File: src/rtl/pipe_ctrl_pkg.sv
// Shared types and constants for the pipeline hazard controller.
package pipe_ctrl_pkg;

  typedef enum logic [1:0] {
    RUN     = 2'd0,
    MD_WAIT = 2'd1
  } state_t;

  localparam int unsigned REG_ZERO = 0;

endpackage

File: src/rtl/hazard_detect.sv
// Load-use detector: a load in EX whose destination feeds an operand of the instruction in ID.
module hazard_detect
  import pipe_ctrl_pkg::*;
#(
  parameter int RW = 5
) (
  input  logic          ExMemRead,
  input  logic [RW-1:0] ExRd,
  input  logic [RW-1:0] IdRs1,
  input  logic [RW-1:0] IdRs2,
  output logic          LoadUse
);

  logic rd_nonzero_s;
  logic rd_match_s;

  assign rd_nonzero_s = (ExRd != RW'(REG_ZERO));
  assign rd_match_s   = (ExRd == IdRs1) || (ExRd == IdRs2);
  assign LoadUse      = ExMemRead && rd_nonzero_s && rd_match_s;

endmodule

File: src/rtl/pipe_hazard_ctrl.sv
// Stall/flush sequencer for the 5-stage pipeline: load-use stalls, branch flushes,
// multi-cycle MUL/DIV occupancy of EX, memory wait states and a saturating stall counter.
module pipe_hazard_ctrl
  import pipe_ctrl_pkg::*;
#(
  parameter int RW     = 5,
  parameter int MD_LAT = 4,
  parameter int CW     = 16
) (
  input  logic          Clk,
  input  logic          Rst,
  input  logic [RW-1:0] IdRs1,
  input  logic [RW-1:0] IdRs2,
  input  logic [RW-1:0] ExRd,
  input  logic          ExMemRead,
  input  logic          BranchTaken,
  input  logic          MdStart,
  input  logic          MemStall,
  output logic          PcEn,
  output logic          IfIdEn,
  output logic          IfIdFlush,
  output logic          IdExEn,
  output logic          IdExFlush,
  output logic          ExMemEn,
  output logic          ExMemFlush,
  output logic          MemWbEn,
  output logic          MdBusy,
  output logic [CW-1:0] StallCnt
);

  localparam int MCW = (MD_LAT > 2) ? $clog2(MD_LAT) : 1;
  localparam logic [MCW-1:0] MD_LOAD = MCW'(MD_LAT - 2);

  state_t          state_r;
  state_t          state_nxt_s;
  logic [MCW-1:0]  md_cnt_r;
  logic [MCW-1:0]  md_cnt_nxt_s;
  logic [CW-1:0]   stall_cnt_r;
  logic            stall_s;
  logic            load_use_s;

  hazard_detect #(.RW(RW)) u_hazard_detect (
    .ExMemRead (ExMemRead),
    .ExRd      (ExRd),
    .IdRs1     (IdRs1),
    .IdRs2     (IdRs2),
    .LoadUse   (load_use_s)
  );

  // Next-state and output decode in priority order: Rst, MemStall, MD_WAIT, MdStart, branch, load-use.
  always_comb begin
    state_nxt_s  = state_r;
    md_cnt_nxt_s = md_cnt_r;
    stall_s      = 1'b0;
    PcEn         = 1'b1;
    IfIdEn       = 1'b1;
    IfIdFlush    = 1'b0;
    IdExEn       = 1'b1;
    IdExFlush    = 1'b0;
    ExMemEn      = 1'b1;
    ExMemFlush   = 1'b0;
    MemWbEn      = 1'b1;
    MdBusy       = 1'b0;
    if (Rst) begin
      PcEn         = 1'b0;
      IfIdEn       = 1'b0;
      IdExEn       = 1'b0;
      ExMemEn      = 1'b0;
      MemWbEn      = 1'b0;
      state_nxt_s  = RUN;
      md_cnt_nxt_s = {MCW{1'b0}};
    end else if (MemStall) begin
      PcEn    = 1'b0;
      IfIdEn  = 1'b0;
      IdExEn  = 1'b0;
      ExMemEn = 1'b0;
      MemWbEn = 1'b0;
      MdBusy  = (state_r == MD_WAIT);
      stall_s = 1'b1;
    end else begin
      case (state_r)
        MD_WAIT: begin
          MdBusy = 1'b1;
          if (md_cnt_r != {MCW{1'b0}}) begin
            PcEn         = 1'b0;
            IfIdEn       = 1'b0;
            IdExEn       = 1'b0;
            ExMemFlush   = 1'b1;
            md_cnt_nxt_s = md_cnt_r - MCW'(1);
            stall_s      = 1'b1;
          end else begin
            state_nxt_s = RUN;
          end
        end
        RUN: begin
          // MdBusy covers the whole EX occupancy, including the issuing cycle.
          if (MdStart) begin
            MdBusy       = 1'b1;
            PcEn         = 1'b0;
            IfIdEn       = 1'b0;
            IdExEn       = 1'b0;
            ExMemFlush   = 1'b1;
            state_nxt_s  = MD_WAIT;
            md_cnt_nxt_s = MD_LOAD;
            stall_s      = 1'b1;
          end else if (BranchTaken) begin
            IfIdFlush = 1'b1;
            IdExFlush = 1'b1;
          end else if (load_use_s) begin
            PcEn      = 1'b0;
            IfIdEn    = 1'b0;
            IdExFlush = 1'b1;
            stall_s   = 1'b1;
          end else begin
            state_nxt_s = RUN;
          end
        end
        default: begin
          state_nxt_s  = RUN;
          md_cnt_nxt_s = {MCW{1'b0}};
        end
      endcase
    end
  end

  // FSM state, MUL/DIV down-counter and saturating stall counter.
  always_ff @(posedge Clk) begin
    if (Rst) begin
      state_r     <= RUN;
      md_cnt_r    <= {MCW{1'b0}};
      stall_cnt_r <= {CW{1'b0}};
    end else begin
      state_r  <= state_nxt_s;
      md_cnt_r <= md_cnt_nxt_s;
      if (stall_s && (stall_cnt_r != {CW{1'b1}})) begin
        stall_cnt_r <= stall_cnt_r + CW'(1);
      end else begin
        stall_cnt_r <= stall_cnt_r;
      end
    end
  end

  assign StallCnt = stall_cnt_r;

endmodule

File: config.mk
export PLATFORM = sky130hd
export DESIGN_NAME = pipe_hazard_ctrl
export DESIGN_NICKNAME = d
export VERILOG_FILES = /design/src/rtl/pipe_ctrl_pkg.sv /design/src/rtl/hazard_detect.sv /design/src/rtl/pipe_hazard_ctrl.sv
export SDC_FILE = /design/constraint.sdc
export NUM_CORES = 1
export LEC_CHECK = 0
export CORE_MARGIN = 5
export CORE_UTILIZATION = 35
export CTS_CLUSTER_SIZE = 12
export DETAILED_ROUTE_END_ITERATION = 10
export PLACE_DENSITY = 0.68
export SLEW_MARGIN = 10
export SYNTH_ARGS = -nofsm -noshare
export SYNTH_HDL_FRONTEND = slang
export SYNTH_SLANG_ARGS = --single-unit
File: constraint.sdc
create_clock -name Clk -period 2.1 [get_ports Clk]
set_input_delay 0.315 -clock Clk [delete_from_list [all_inputs] [get_ports Clk]]
set_output_delay 0.315 -clock Clk [all_outputs]
set_load 0.02 [all_outputs]
Yosys cells after proc, flatten, opt, wreduce, memory -nomap -nowiden

Cells that the tools add are included.

Reductions and logical operators: 9
Multiplexer cells: 45
Equal/unequal tests: 9
Add/subtract/negate cells: 2
Bitwise gates (word level): 1

Operators by type and width:

| kind                                                                | number |
|---|---|
| 1-bit 2-to-1 mux                                                    | 32 |
| 16-bit by 1-bit adder with 16-bit output (second input constant)    | 1 |
| 16-bit != test (second input constant)                              | 1 |
| 2-bit 2-to-1 mux                                                    | 6 |
| 5-bit == test                                                       | 2 |
| 1-bit case mux with 2 select lines                                  | 5 |
| 2-bit case mux with 2 select lines                                  | 2 |
| 3-bit != test (second input constant)                               | 2 |
| 5-bit nonzero test                                                  | 1 |
| 2-bit != test (second input constant)                               | 2 |
| 4-bit AND reduction                                                 | 1 |
| 1-bit logical AND                                                   | 3 |
| 3-bit AND reduction                                                 | 1 |
| 2-bit by 1-bit == test with 1-bit output (second input constant)    | 1 |
| 2-bit logical NOT                                                   | 1 |
| 2-bit by 1-bit != test with 1-bit output (second input constant)    | 1 |
| 2-bit nonzero test                                                  | 1 |
| 2-bit by 1-bit subtractor with 2-bit output (second input constant) | 1 |
| 1-bit logical OR                                                    | 1 |
| 1-bit NOT                                                           | 1 |

Word-level logic and storage cells: 69
Output and inout bits: 25
Bits of input ports: 21
Register bits: 20

Depth between registers and ports, before layout

Gate-level depths: netlist of the first run.

Depth in word-level cells: 10
Gate-level depth with buffers: 10
Mapped depth without buffers: 8

Modules after synthesis

A second synthesis of the first run with hierarchy kept.

Cells, all modules: 146
Area, all modules: 1262.5 um2

Modules (own cells, without submodules):

| module           | area each (um2) | sequential area each (um2) | times used | cells each |
|---|---|---|---|---|
| pipe_hazard_ctrl | 1137.3          | 380.4                      | 1          | 129 |
| hazard_detect    | 125.1           | 0.0                        | 1          | 17 |

Worst setup path before layout of the first run

Ideal clock, no wire load.

Path type: reg2out
Start: register md_cnt_r[0]
End: output PcEn
Arrival time: 2.227 ns
Stages on the path, launching flop included: 8
Required time: 1.785 ns
Path buffers: 1
Path slack: -0.442 ns
Cell sequence: dfxtp_1 -> inv_1 -> ha_1 -> and2_1 -> nor2_1 -> nor3_1 -> a21boi_0 -> buf_4

Word-level cells in the longest chain between the ends: 5

RTL lines:

| what                               | line                    | source |
|---|---|---|
| start, declared                    | pipe_hazard_ctrl.sv:36  | `logic [MCW-1:0] md_cnt_r;` |
| start signal, assigned             | pipe_hazard_ctrl.sv:130 | `md_cnt_r <= {MCW{1'b0}};` |
| start signal, assigned             | pipe_hazard_ctrl.sv:134 | `md_cnt_r <= md_cnt_nxt_s;` |
| 2-bit nonzero test                 | pipe_hazard_ctrl.sv:84  | `if (md_cnt_r != {MCW{1'b0}}) begin` |
| 1-bit 2-to-1 mux                   | -                       |  |
| 1-bit case mux with 2 select lines | -                       |  |
| 1-bit 2-to-1 mux (2 in series)     | -                       |  |
| end, declared                      | pipe_hazard_ctrl.sv:19  | `output logic PcEn,` |

No other way between the ends.

Worst setup path in the final report of the first run

Start: register md_cnt_r[0]
End: register stall_cnt_r[8] (netlist: StallCnt[8])

Word-level cells in the longest chain between the ends: 6

RTL lines:

| what                               | line                    | source |
|---|---|---|
| 2-bit nonzero test                 | pipe_hazard_ctrl.sv:84  |  |
| 1-bit 2-to-1 mux                   | pipe_hazard_ctrl.sv:84  |  |
| 1-bit case mux with 2 select lines | pipe_hazard_ctrl.sv:81  | `case (state_r)` |
| 1-bit 2-to-1 mux                   | pipe_hazard_ctrl.sv:72  | `end else if (MemStall) begin` |
| 1-bit 2-to-1 mux                   | pipe_hazard_ctrl.sv:64  | `if (Rst) begin` |
| 1-bit logical AND                  | pipe_hazard_ctrl.sv:135 | `if (stall_s && (stall_cnt_r != {CW{1'b1}})) begin` |
| end signal, assigned               | pipe_hazard_ctrl.sv:131 | `stall_cnt_r <= {CW{1'b0}};` |
| end signal, assigned               | pipe_hazard_ctrl.sv:136 | `stall_cnt_r <= stall_cnt_r + CW'(1);` |
| end signal, assigned               | pipe_hazard_ctrl.sv:138 | `stall_cnt_r <= stall_cnt_r;` |
| end, declared                      | pipe_hazard_ctrl.sv:38  | `logic [CW-1:0] stall_cnt_r;` |

No other way between the ends.
A chain may end at the register's enable or synchronous reset.

==> flow_summary.ini, run 1 <==
[status]
run_status = complete, but fails checks
violations = setup timing

[sta]
tightest_slew_ns = 0.609
fin_crit_sh_pct = 100
fin_ws_ns = -0.00365
fmax_mhz = 475
max-slew-margin-rel_pct = 59.0
rsz0062_at_grt = true
hold_violations = 0
fin_skew_ns = 0.00396
slew_violations = 0
fin_crit_ns = 2.10
tns_ns = -0.00365
setup-violations-final = 1

[placement]
place_inst = 257
routabilityCongestion = 0.859
portBuffers = 45
dpl.hpwl_mm = 2.67

[critical_path]
endpoint_kind = register
worstPathCellList = inv_2 -> ha_4 -> and2_4 -> o41a_1 -> buf_4 -> or4_4 -> a21oi_2
crit_required_ns = 2.33
crit_type = register to register
worstSetupStartpointType = register
rrSetupSlack_ns = -0.004
arrival_ns = 2.34
cpMaxStageDelayCell = o41a_1
r2r_end = StallCnt[8]
r2r-start = md_cnt_r[0]
reg2reg_depth = 7
critPathMaxFanout = 8
slowest_delay_ns = 0.52

[grt]
grt_usage_pct = 15.9
use_met3_pct = 3.57
grt_overflow = 0
grtUsageMet2_pct = 29.6
grt_use_met1_pct = 17.1
busiest_layer = met2
grt_pass1_vias = 1370
grt_max_degree = 20
grt_pass1_wl_mm = 5.84
antenna_found_initial = 0

[die]
start_util_pct = 36.2
core_um2 = 3360
die_w_um = 68.9
top_level_ports = 46
dieArea_um2 = 4750
rows = 21
die_y_um = 68.9

[pwr]
ir_drop_uv = 143
p_switching_w = 0.000229
internal-power_w = 0.000572
powerDensity_nw_per_um2 = 401
power_leakage_nw = 0.776
pwr-share-clk_pct = 22.5
p_comb_share_pct = 29.9
switching_share_pct = 28.6
sequentialPowerShare_pct = 47.7

[cts]
htree_levels = 1
cts_buffers = 3
cts_tree = yes
ctsRootBufferMaster = clkbuf_4
clkLatencyLatePin_ns = 0.29
clockBufferDepth = 2
clock_sinks = 19
path_clk_slew_ns = 0.10

[yosys]
synth_seq_cells = 19
yosys.area_share.simple_pct = 31.3
synthMuxAreaShare_pct = 2.78
yosys.area.top_type_share_pct = 31.3
synth_area_um2 = 1220
ys.warnings.count = 0
synth-xor-area-share_pct = 7.20
yosysTopAreaCell = dfxtp_1
synth_compound_area_share_pct = 18.9
synth.area.top_cells = dfxtp_1 (31%), xor2_1 (7.2%), nor2_1 (5.2%), a21oi_1 (4.9%), or4_1 (4.9%)
synth_fp_nets = 178
synth_adder_area_share_pct = 2.06
netlist-cell-type-count = 37
yosysSeqAreaShare_pct = 31.3
synth_top_family_by_area = simple AND/OR/NAND/NOR gates
synth.avg_cell_area_um2 = 7.85
syn_inst = 155

[cells_and_area]
final_util_pct = 59.4
layoutNonFillerInstCount = 266
area_growth_pct = 64.3
n_fill_cell = 341
layout_commonest_cell = buf_4
seq_area_um2 = 383
multi_input_area_um2 = 877
drive_gt1_share_pct = 30.5
finalNetCount = 244
most-common-layout-cells = buf_4 (24), clkdlybuf4s50_1 (21), dfxtp_1 (17), nor2_1 (15), dlygate4sd2_1 (15)
diodes = 0

[detailed_routing]
drt_iter0_drc = 78
wirelength_mm = 3.59
vias_per_cell = 5.35
drc = 0
dr_total_vias = 1423
first_pass_iters = 4
ant_nets = 0
wire_per_inst_um = 13.5

[job]
cap_viol_max_count = 0

[min_path]
holdCritPathClass = register to register
min_from = StallCnt[14]
hold_end = StallCnt[14]
whs_path_depth = 2
[stage by stage]
stage                     worst slack [ns]  total power [W]  hold slack, ns  cell area (um2)
final                             -0.00365         0.000801           0.500             2000
after detailed placement            -0.594         0.000606           0.482             1840
after CTS                          -0.0289         0.000798           0.498             1950
after floorplan                    -0.0357         0.000489           0.468             1220
after global routing                -0.107         0.000845           0.515             2000
after global placement              -0.596         0.000600           0.475             1840
[cell type report]
class | instances | area share [%]
tap | 46 | 2.88
timing repair buffer | 71 | 31.2
multi-input combinational | 118 | 43.9
sequential | 19 | 19.2
clock buffer | 4 | 1.31
inverter | 8 | 1.50
[registers in the layout, indices dropped and copies added (netlist names)]
name,cells
state_r,1
StallCnt,16
md_cnt_r,2
[synth_stat cells, drive strengths merged]
library cell,n
a211oi,4
a21boi,1
a21o,1
a21oi,12
a22oi,1
and2,2
and3,4
buf,6
clkbuf,4
dfxtp,19
ha,2
inv,8
mux2,3
nand2,2
nand2b,1
nand3,9
nand4,2
nand4b,1
nor2,17
nor2b,3
nor3,6
nor3b,2
nor4,3
nor4b,2
o211a,1
o21ai,7
o31a,1
o31ai,7
o41a,1
or3,4
or3b,1
or4,8
xor2,10
[timing repair]
item / CTS / global route
pin swaps: 23 / 10
endpoints found under the setup margin: 25 / 20
buffers inserted: 4 / 1
gates resized for setup: 58 / 18
hold buffers: 0 / 0
[power by group through the flow]
stage	Combinational (W)	Clock (W)	Sequential, W
6_report	0.000239	0.000180	0.000382
5_1_grt	0.000258	0.000202	0.000384
4_1_cts	0.000228	0.000188	0.000382
3_5_place_dp	0.000217	0	0.000389
3_3_place_gp	0.000211	0	0.000389
2_1_floorplan	0.0000959	0	0.000393
[worst max-delay path by stage]
stage          cells after the start  slack, ns           end         from
2_1_floorplan                      7      -0.04  StallCnt[11]  md_cnt_r[0]
4_1_cts                            7      -0.03   StallCnt[2]  md_cnt_r[0]
3_3_place_gp                       6      -0.60          PcEn      ExRd[0]
6_report                           7     -0.004   StallCnt[8]  md_cnt_r[0]
3_5_place_dp                       7      -0.59   StallCnt[7]      ExRd[2]
5_1_grt                            8      -0.11   StallCnt[5]  md_cnt_r[0]
[per-layer routing]
| layer | wire length, um | part of all wire (%) |
|---|---|---|
| met5 | 0 | 0 |
| met4 | 55 | 1.5 |
| met3 | 276 | 7.7 |
| met2 | 1870 | 52 |
| met1 | 1390 | 39 |
[worst max-delay path, delay by kind of cell, from the launching register on]
family	cells	cell delay (ns)
flip-flops	1	0.35
AND/OR/NAND/NOR	2	0.63
AO/OA/AOI/OAI	2	0.65
buffers and inverters	2	0.25
adder cells (fa/ha/maj)	1	0.15
[logic make-up (layout without fill, tap and decap cells)]
family / Yosys count / in the layout
simple gates: 67 / 67
compound gates: 36 / 36
flops: 19 / 19
buf+inv: 18 / 83
xor+xnor: 10 / 10
mux: 3 / 3
fa+ha+maj: 2 / 2
No activity file was read; power rests on OpenSTA's default activity.
==> run 2, diff against run 1 <==
--- a/config.mk
+++ b/config.mk
@@ -9,7 +9,7 @@
 export CORE_UTILIZATION = 35
 export CTS_CLUSTER_SIZE = 12
 export DETAILED_ROUTE_END_ITERATION = 10
-export PLACE_DENSITY = 0.68
+export PLACE_DENSITY = 0.67
 export SLEW_MARGIN = 10
 export SYNTH_ARGS = -nofsm -noshare
 export SYNTH_HDL_FRONTEND = slang
==> run 2 against run 1 <==
  * The run still ends with setup timing left
  * Flip-flop and latch count unchanged
  * Via count down 0.21%
  * Worst setup slack worse by 0.010 ns
  * Non-clock buffer count unchanged
  * Clock-buffer cell count unchanged
  * Total power up 4.7%
  * Sequential power about the same
  * Clock power up 11%
  * Cell area up 4.7%
  * Worst hold slack worse by 0.0059 ns
  * Critical path type unchanged
  * Largest power group unchanged
==> flow_summary.ini, run 2 (synthesis gave the netlist of run 1 again) <==
[critical_path]
slowest_delay_ns = 0.51
endpoint_kind = register
crit_required_ns = 2.36
arrival_ns = 2.37
crit_type = register to register
worstSetupStartpointType = register
cpMaxStageDelayCell = or4_4
r2r_end = StallCnt[3]
reg2reg_depth = 8
worstPathCellList = inv_2 -> ha_4 -> and2_4 -> o41a_1 -> buf_6 -> buf_12 -> or4_4 -> a21oi_2
critPathMaxFanout = 6
rrSetupSlack_ns = -0.01
r2r-start = md_cnt_r[1]

[pwr]
power_leakage_nw = 0.800
pwr-share-clk_pct = 23.9
switching_share_pct = 30.7
p_comb_share_pct = 30.6
ir_drop_uv = 159
internal-power_w = 0.000582
sequentialPowerShare_pct = 45.6
total_power_w = 0.000839
powerDensity_nw_per_um2 = 401
p_switching_w = 0.000257

[grt]
grt_usage_pct = 15.6
grt_pass1_vias = 1352
grt_overflow = 0
antenna_found_initial = 0
grt_pass1_wl_mm = 5.70
grt_max_degree = 24

[die]
top_level_ports = 46
die_y_um = 68.9
die_w_um = 68.9
start_util_pct = 36.2
core_um2 = 3360
rows = 21
dieArea_um2 = 4750

[job]
cap_viol_max_count = 0

[sta]
fin_skew_ns = 0.0114
rsz0062_at_grt = true
hold_violations = 0
tightest_slew_ns = 0.436
fin_ws_ns = -0.0140
slew_violations = 0
fin_crit_sh_pct = 101
fmax_mhz = 473
fin_crit_ns = 2.11
max-slew-margin-rel_pct = 70.7
setup-violations-final = 3

[detailed_routing]
ant_nets = 0
drc = 0
vias_per_cell = 5.34
wire_per_inst_um = 14.3
wirelength_mm = 3.80
drt_iter0_drc = 92
dr_total_vias = 1420
first_pass_iters = 4

[min_path]
hold_end = StallCnt[14]
min_from = StallCnt[14]
holdCritPathClass = register to register
whs_path_depth = 2

[cells_and_area]
seq_area_um2 = 383
most-common-layout-cells = clkdlybuf4s50_1 (22), buf_4 (21), dfxtp_1 (17), nor2_1 (16), dlygate4sd2_1 (14)
layout_commonest_cell = clkdlybuf4s50_1
finalNetCount = 244
largest_register_ffs = 16
multi_input_area_um2 = 926
layoutNonFillerInstCount = 266
area_growth_pct = 72.0
n_fill_cell = 302
diodes = 0
drive_gt1_share_pct = 30.9

[placement]
portBuffers = 45
dpl.hpwl_mm = 2.58
dpl_worst_slack_ns = -0.608
routabilityCongestion = 0.777
place_inst = 252

[cts]
cts_tree = yes
ctsRootBufferMaster = clkbuf_4
clkLatencyLatePin_ns = 0.31
cts_buffers = 3
clockBufferDepth = 2
path_clk_slew_ns = 0.12
htree_levels = 1
clock_sinks = 19

[status]
run_status = complete, but fails checks
violations = setup timing
## run 2: changes by cell type in the layout (fill, tap and decap cells not counted), sizes merged
cell           previous run  this run
clkdlybuf4s50            21        22
clkdlybuf4s15             0         1
dlygate4sd2              15        14
clkbuf                    6         5
## run 2: final cells by class
cell class | instances | area share [%]
clock buffers | 4 | 1.26
inverters | 8 | 1.44
multi-input cells | 118 | 44.3
flip-flops and latches | 19 | 18.3
well taps | 46 | 2.75
repair buffers | 71 | 32.0
## run 2: power by group through the flow
stage                     sequential, W  clock, W  combinational [W]
after floorplan                0.000393         0          0.0000959
after global placement         0.000388         0           0.000209
after detailed placement       0.000390         0           0.000215
after CTS                      0.000382  0.000198           0.000250
after global routing           0.000384  0.000221           0.000275
final                          0.000382  0.000200           0.000256
## run 2: critical path: cells and delay by family (launching register included)
kind	cells	cell delay, ns
simple gates	2	0.67
compound gates	2	0.57
flops	1	0.35
buf+inv	3	0.33
fa+ha+maj	1	0.15
## run 2: metal layers
layer | global-route usage (%) | vias up | part of all wire (%) | wire length (um)
li1 | - | 698 | - | -
met1 | 16.8 | 666 | 38 | 1440
met2 | 29.6 | 51 | 54 | 2040
met3 | 3.73 | 5 | 6.9 | 263
met4 | 4.87 | 0 | 1.3 | 51
met5 | 0 | - | 0 | 0
## run 2: metrics by stage
stage | instance area, um2 | utilization [%] | hold WS [ns] | TNS (ns)
2_1_floorplan | 1220 | - | 0.468 | -0.0794
3_3_place_gp | 1820 | 54.0 | 0.477 | -8.41
3_5_place_dp | 1820 | 54.0 | 0.485 | -9.35
4_1_cts | 2010 | 59.7 | 0.502 | -0.0684
5_1_grt | 2090 | 62.2 | 0.548 | -0.461
6_report | 2090 | 62.2 | 0.494 | -0.0263
## run 2: how the worst max path moves through the flow
stage,slack [ns],cells after the start,start,endpoint
final,-0.01,8,md_cnt_r[1],StallCnt[3]
after global routing,-0.09,8,md_cnt_r[1],StallCnt[3]
after CTS,-0.03,8,md_cnt_r[1],StallCnt[11]
after detailed placement,-0.61,8,ExRd[2],StallCnt[11]
after global placement,-0.59,6,ExRd[0],IfIdEn
after floorplan,-0.04,7,md_cnt_r[0],StallCnt[11]
## run 2: timing repair
item                       in CTS  in global routing
gates resized for setup        59                 24
setup endpoints to repair      22                 17
pin swaps                      24                 15
buffers inserted                4                  5
cloned                          2                  0
hold buffers                    0                  0
